$ cat src/rtl/exp4_pkg.sv
// Shared definitions for the Experiment 4 datapath: default sizes, the
// pattern ROM contents and the comparator result encoding.
package exp4_pkg;

    localparam int N = 4;   // width of switches, register and ROM words
    localparam int M = 16;  // counter modulus and ROM depth (2**N)

    // Comparator outcome of register vs. ROM word; exactly one holds at a time.
    typedef enum logic [1:0] {
        CMP_MENOR = 2'd0,
        CMP_IGUAL = 2'd1,
        CMP_MAIOR = 2'd2
    } cmp_e;

    // Pattern ROM word at address i for an n-bit word: (3*i + 1) mod 2^n.
    function automatic int rom_init(input int i, input int n);
        return (3 * i + 1) % (1 << n);
    endfunction

endpackage

$ cat src/rtl/exp4_fluxo_dados_contador_m.sv
// Modulus-M up counter with synchronous clear, count enable, terminal-count
// flag and asynchronous active-low reset.
module contador_m #(
    parameter int M = 16,
    parameter int W = $clog2(M)
) (
    input  logic         clock,
    input  logic         reset,
    input  logic         zera,
    input  logic         conta,
    output logic [W-1:0] Q,
    output logic         fim
);

    logic [W-1:0] r_q;

    // Count register: clear wins over count, wraps from M-1 back to 0.
    // NOTE: state is updated with non-blocking assignments so every register
    // samples the pre-edge values of the others.
    always_ff @(posedge clock or negedge reset) begin
        if (!reset) begin
            r_q <= '0;
        end else if (zera) begin
            r_q <= '0;
        end else if (conta) begin
            if (r_q == W'(M - 1)) begin
                r_q <= '0;
            end else begin
                r_q <= r_q + W'(1);
            end
        end
    end

    assign Q   = r_q;
    assign fim = (r_q == W'(M - 1));

endmodule

$ cat src/rtl/exp4_fluxo_dados.sv
// Experiment 4 datapath: address counter, switch register, 16x4 pattern ROM,
// magnitude comparator and a saturating match accumulator driven by the
// zeraC/contaC/zeraR/registraR command strobes.
module exp4_fluxo_dados
    import exp4_pkg::*;
#(
    parameter int N = exp4_pkg::N,
    parameter int M = exp4_pkg::M
) (
    input  logic         clock,
    input  logic         reset,
    input  logic         zeraC,
    input  logic         contaC,
    input  logic         zeraR,
    input  logic         registraR,
    input  logic [N-1:0] chaves,
    output logic         fimC,
    output logic         igual,
    output logic         menor,
    output logic         maior,
    output logic [N:0]   acertos,
    output logic [N-1:0] db_contagem,
    output logic [N-1:0] db_memoria,
    output logic [N-1:0] db_chaves
);

    logic [N-1:0] w_addr;
    logic [N-1:0] w_rom_word;
    logic         w_fim;
    cmp_e         w_cmp;

    logic [N-1:0] r_chaves;
    logic         r_pending;
    logic [N:0]   r_acertos;

    // Address counter sweeping the ROM.
    contador_m #(
        .M (M),
        .W (N)
    ) u_contador (
        .clock (clock),
        .reset (reset),
        .zera  (zeraC),
        .conta (contaC),
        .Q     (w_addr),
        .fim   (w_fim)
    );

    // Switch register: clear wins over load, otherwise hold.
    always_ff @(posedge clock or negedge reset) begin
        if (!reset) begin
            r_chaves <= '0;
        end else if (zeraR) begin
            r_chaves <= '0;
        end else if (registraR) begin
            r_chaves <= chaves;
        end
    end

    // Pattern ROM, purely combinational on the address.
    always_comb begin
        w_rom_word = N'(rom_init(int'(w_addr), N));
    end

    // Magnitude comparator of register vs. ROM word (unsigned).
    // NOTE: every always_comb output gets a default first so no path leaves
    // it unassigned and no latch is inferred.
    always_comb begin
        w_cmp = CMP_IGUAL;
        if (r_chaves < w_rom_word) begin
            w_cmp = CMP_MENOR;
        end else if (r_chaves > w_rom_word) begin
            w_cmp = CMP_MAIOR;
        end
    end

    // Match accumulator: a load marks the value pending, the following edge
    // counts it if it matched; saturates at M, cleared together with the register.
    always_ff @(posedge clock or negedge reset) begin
        if (!reset) begin
            r_pending <= 1'b0;
            r_acertos <= '0;
        end else if (zeraR) begin
            r_pending <= 1'b0;
            r_acertos <= '0;
        end else begin
            r_pending <= registraR;
            if (r_pending && (w_cmp == CMP_IGUAL) && (r_acertos != (N+1)'(M))) begin
                r_acertos <= r_acertos + (N+1)'(1);
            end
        end
    end

    assign fimC        = w_fim;
    assign igual       = (w_cmp == CMP_IGUAL);
    assign menor       = (w_cmp == CMP_MENOR);
    assign maior       = (w_cmp == CMP_MAIOR);
    assign acertos     = r_acertos;
    assign db_contagem = w_addr;
    assign db_memoria  = w_rom_word;
    assign db_chaves   = r_chaves;

endmodule

$ cat config.mk
export PLATFORM = sky130hd
export DESIGN_NAME = exp4_fluxo_dados
export DESIGN_NICKNAME = d
export VERILOG_FILES = /design/src/rtl/exp4_pkg.sv /design/src/rtl/exp4_fluxo_dados_contador_m.sv /design/src/rtl/exp4_fluxo_dados.sv
export SDC_FILE = /design/constraint.sdc
export NUM_CORES = 1
export LEC_CHECK = 0
export ABC_AREA = 1
export CORE_ASPECT_RATIO = 0.8
export CORE_MARGIN = 2
export CORE_UTILIZATION = 30
export CTS_BUF_LIST = sky130_fd_sc_hd__clkbuf_8 sky130_fd_sc_hd__clkbuf_16
export DETAILED_ROUTE_END_ITERATION = 10
export DONT_BUFFER_PORTS = 1
export PLACE_DENSITY = 0.46
export RECOVER_POWER = 25
export SKIP_LAST_GASP = 1
export SYNTH_ARGS = -nofsm -noshare
export SYNTH_HDL_FRONTEND = slang
export SYNTH_SLANG_ARGS = --single-unit
$ cat constraint.sdc
create_clock -name clock -period 3.1 [get_ports clock]
set_clock_uncertainty 0.15 [all_clocks]
set_input_delay 0.155 -clock clock [delete_from_list [all_inputs] [get_ports clock]]
set_output_delay 0.155 -clock clock [all_outputs]
set_load 0.02 [all_outputs]
== Word level (Yosys, flattened, before mapping) ==
Cells that the tools add are included.
Operators by class
  multiply operators: 1
  $lt $le $gt $ge: 2
  divide/modulo/power cells: 0
  reduce and logical (&&, ||, !) cells: 6
  add/sub/neg operators: 3
  bitwise logic cells: 0
  shift-type cells: 0
  eq/ne operators: 4
  multiplexer cells: 10
Operators with widths (number)
  2-to-1 mux 4 bit: 5
  2-to-1 mux 5 bit: 2
  adder 4 x 1 -> 4 bit (second input constant): 2
  nonzero test 2 bit: 3
  adder 5 x 1 -> 5 bit (second input constant): 1
  != test 5 bit (second input constant): 1
  == test 4 bit (second input constant): 1
  > comparator 4 bit: 1
  less-than comparator 4 bit: 1
  multiplier 2 x 4 -> 4 bit (first input constant): 1
  2-to-1 mux 2 bit: 2
  == test 2 x 1 -> 1 bit (second input constant): 1
  == test 2 bit (second input constant): 1
  logical AND 1 bit: 2
  zero test 2 bit: 1
  2-to-1 mux 1 bit: 1
Word-level totals
  bits in read-only memories: 0
  memories kept: 0
  RAM bits: 0
  latch bits: 0
  input bits: 10
  bits in registers: 14
  logic and storage cells: 30
  output and inout bits: 21

== Depth between registers and ports, before layout ==
  depth in word-level cells: 10
  depth in mapped cells: 12
  depth with buffers taken out: 12

== Cells and area by module ==
A second synthesis with hierarchy kept.
Second synthesis, totals
  cells, all modules: 117
  area, all modules: 954.7 um2
By module, submodules not included
  exp4_fluxo_dados: instances 1, area an instance 730.7 um2, cells each 91
  contador_m: instances 1, area an instance 224.0 um2, cells each 26

== Least setup slack after synthesis ==
No wires, ideal clock.
  kind: register -> output
  from: reg u_contador.r_q[0] (netlist: u_contador.Q[0])
  to: out igual
  cell stages (with the launch flop): 11
  path slack: 393 ps
  data required time: 2795 ps
  arrival: 2402 ps
  path through: dfrtp_1 inv_2 fa_1 xor2_1 ha_1 nand2_2 clkinv_1 nand2_1 nand2_4 inv_2 nor3_1
On the way
  cells in the longest elaborated chain, start to end: 6
  elaborated cells between the ends (all ways): 7
Ends and longest elaborated chain
  from (decl): line exp4_fluxo_dados_contador_m.sv:15  | logic [W-1:0] r_q;
  from (signal assigned): line exp4_fluxo_dados_contador_m.sv:29  | r_q <= r_q + W'(1);
  multiplier 2 x 4 -> 4 bit (*): line exp4_pkg.sv:17  | return (3 * i + 1) % (1 << n);
  adder 4 x 1 -> 4 bit (*): line exp4_pkg.sv:17
  named net db_memoria[0]: line exp4_fluxo_dados.sv:23  | output logic [N-1:0] db_memoria,
  > comparator 4 bit: line exp4_fluxo_dados.sv:72  | end else if (r_chaves > w_rom_word) begin
  2-to-1 mux 2 bit: line exp4_fluxo_dados.sv:72
  2-to-1 mux 2 bit (*): line exp4_fluxo_dados.sv:70  | if (r_chaves < w_rom_word) begin
  == test 2 x 1 -> 1 bit (*): line exp4_fluxo_dados.sv:95  | assign igual = (w_cmp == CMP_IGUAL);
  to (decl): line exp4_fluxo_dados.sv:18  | output logic igual,
Mark *: on every way through the listed nets, which the timed path passes. The rest lies on a longest branch.

== Worst setup path after layout ==
  from: reg u_contador.r_q[1] (netlist: u_contador.Q[1])
  to: out igual
On the way
  cells in the longest elaborated chain, start to end: 6
  elaborated cells between the ends (all ways): 7
Ends and longest elaborated chain (line)
  multiplier 2 x 4 -> 4 bit (*): exp4_pkg.sv:17
  adder 4 x 1 -> 4 bit (*): exp4_pkg.sv:17
  > comparator 4 bit: exp4_fluxo_dados.sv:72
  2-to-1 mux 2 bit: exp4_fluxo_dados.sv:72
  2-to-1 mux 2 bit (*): exp4_fluxo_dados.sv:70
  == test 2 x 1 -> 1 bit (*): exp4_fluxo_dados.sv:95
Every way passes the cells marked *; elsewhere a longest branch is shown, timed or not.

==> flow_metrics.tcl <==
set metrics [dict create \
    status "finished, final reports clean" \
    postSynthCellCount 119 \
    setup_viol 0 \
    grt_use_total_pct 12.6 \
    endpoint_kind "output port" \
    critPathMaxStageDelay_ns 0.53 \
    wl_per_cell_um 11.9 \
    whs_path_depth 3 \
    cts_buffers 3 \
    hp-class "in2reg" \
    drv_slew 0 \
    avgSynthCellArea_um2 8.22 \
    grt.overflow.total 0 \
    finalNetCount 160 \
    place.gp.congestion 0.858 \
    fin_util_pct 39.3 \
    irDropWorstVdd_uv 226 \
    yosysMostFrequentCell "nand2_1" \
    rsz0062_at_grt "no" \
    fp-row-count 18 \
    whs_endpoint "u_contador.Q[1]$_DFFE_PN0P_" \
    hold_viol 0 \
    powerDensity_nw_per_um2 792 \
    start_kind "register" \
    drive_above_1_share_pct 14.6 \
    dpl_worst_slack_ns 0.397 \
    grt_pass1_wl_mm 3.46 \
    async_flop_share_pct 100 \
    dieArea_um2 3740 \
    antenna_cells 0 \
    area_delta_synth_final_pct 24.8 \
    fmax_ghz 0.355 \
    setup.worst_path.class "reg2out" \
    clockRootBuffer "clkbuf_8" \
    dr.first_iter.drc_count 35 \
    drtPass1Iterations 4 \
    synth_ff_type "dfrtp_1" \
    die_h_um 55.1 \
    min_period_over_period_pct 90.9 \
    io_pins 31 \
    yosysSeqAreaShare_pct 35.8 \
    max_slew_margin_pct 57.8 \
    clockBufferDepth 2 \
    insertion_delay_ns 0.23 \
    crit_fanout 5 \
    p_leak_nw 0.617 \
    clk_pin_slew_worst_paths_ns 0.05 \
    core_region_area_um2 3110 \
    yosys-top-cells-area "dfrtp_1 36%, ha_1 13%, nand2_1 9.2%" \
    postLayoutSetupSlackWorst_ns 0.282 \
    start_util_pct 31.5 \
    r2r-start "u_contador.Q[1]$_DFFE_PN0P_" \
    crit_slowest_cell "dfrtp_1" \
    synth_fp_nets 140 \
    whs_ns 0.0344 \
    htreeDepth 1 \
    antenna_found_initial 0 \
    setup_tns_ns 0 \
    io_buffers 0 \
    yosys.area.top_type "dfrtp_1" \
    worstMarginPinSlew_ns 0.631 \
    hpwl_mm 1.63 \
    grt_max_degree 15 \
    cap_viol_max_count 0 \
    ys_types 23 \
    final_antenna_net_count 0 \
    postCtsSetupBuffers 0 \
    die_w_um 67.9 \
    yosys-top-cells-count "24 x nand2_1, 15 x inv_1, 14 x dfrtp_1" \
    via_count 781 \
    post-route-min-period_ns 2.82 \
    ys.warnings.count 0 \
    synth_edf_count 0 \
    r2r_end "acertos[3]$_DFFE_PN0P_" \
    regToRegSetupSlack_ns 0.61 \
    cts_sinks 14 \
    grt_pass1_vias 737 \
    crit_chain "inv_1, fa_1, xor2_1, ha_1, nand2_2, clkinv_1, nand2_1, nand2_4, inv_2, nor3_1, buf_4" \
    totalWireLength_mm 2.10 \
    drc 0 \
    hp-start "zeraC" \
    cts_tree "yes" \
    worst_ep_arrival_time_ns 2.51 \
    crit_required_ns 2.79 \
    syn_area_um2 978 \
    rr_worst_depth 12 \
    vias_per_cell 4.41 \
    netlist.area_leader.share_pct 35.8 \
    synth_seq_cells 14 \
]
## report_power, final
part,internal [mW],total (mW),switching (mW),leakage [nW]
logic,0.163,0.537,0.374,0.410
clock network,0.0857,0.144,0.0588,0.0216
registers,0.211,0.287,0.0758,0.185
## cells by family after synthesis
| family | Yosys count | share of synthesized area (%) |
|---|---|---|
| buf+inv | 23 | 10.9 |
| compound gates | 7 | 3.84 |
| xor+xnor | 5 | 4.48 |
| flops | 14 | 35.8 |
| simple gates | 59 | 30.2 |
| fa+ha+maj | 11 | 14.8 |
## flip-flops by register name (all words and copies together) (netlist names)
register      flops
db_chaves         4
acertos           5
u_contador.Q      4
r_pending         1
## how the worst max path moves through the flow
stage	startpoint	to	slack, ns	cells past startpoint
after floorplan	u_contador.Q[0]$_DFFE_PN0P_	igual	0.39	10
after global placement	u_contador.Q[0]$_DFFE_PN0P_	maior	0.48	10
after detailed placement	u_contador.Q[0]$_DFFE_PN0P_	igual	0.40	11
after CTS	u_contador.Q[0]$_DFFE_PN0P_	igual	0.13	11
after global routing	u_contador.Q[1]$_DFFE_PN0P_	igual	0.10	11
final	u_contador.Q[1]$_DFFE_PN0P_	igual	0.28	11
## placed cells by master, fill, tap and decap left out, drive strengths merged
cell type	n
fa	1
nand2	28
and3	1
xor2	4
nand3	12
buf	1
a21oi	6
xnor2	1
inv	20
ha	10
clkbuf	3
bufinv	1
dfrtp	14
nor2	15
clkinv	1
nor3	3
dlygate4sd3	15
o31ai	1
## layer usage
layer / up-vias / share of wire [%] / track usage, %
met4: 0 / 0 / 3.00
met2: 24 / 43 / 18.6
met1: 352 / 49 / 17.9
met5: - / 0 / 0
li1: 405 / - / -
met3: 0 / 8.4 / 3.85
## layout make-up
| class | instances | area [um2] |
|---|---|---|
| clock buffers | 3 | 41.3 |
| fillers | 322 | 1890 |
| inverters | 22 | 98.8 |
| multi-input cells | 82 | 522 |
| flip-flops and latches | 14 | 352 |
| well taps | 40 | 50.0 |
| repair buffers | 16 | 158 |
## worst max-delay path, delay by kind of cell (launching register included)
family | cells | cell delay, ns
XOR/XNOR | 1 | 0.23
adder cells (fa/ha/maj) | 2 | 0.70
buffers and inverters | 4 | 0.47
flip-flops | 1 | 0.53
AND/OR/NAND/NOR | 4 | 0.35
## metrics by stage
stage | power [mW] | cell area [um2] | std cells
floorplan | 0.727 | 978 | 119
global placement | 0.809 | 1030 | 159
detailed placement | 0.812 | 1030 | 159
CTS | 0.982 | 1220 | 177
global route | 1.05 | 1220 | 177
finish | 0.968 | 1220 | 177
## what timing repair did
item                                   CTS  global route
gates resized for setup                  0             1
setup endpoints to repair                0             1
endpoints found under the hold margin   25             0
hold buffers                            15             0
(Power assumes the default switching activity.)
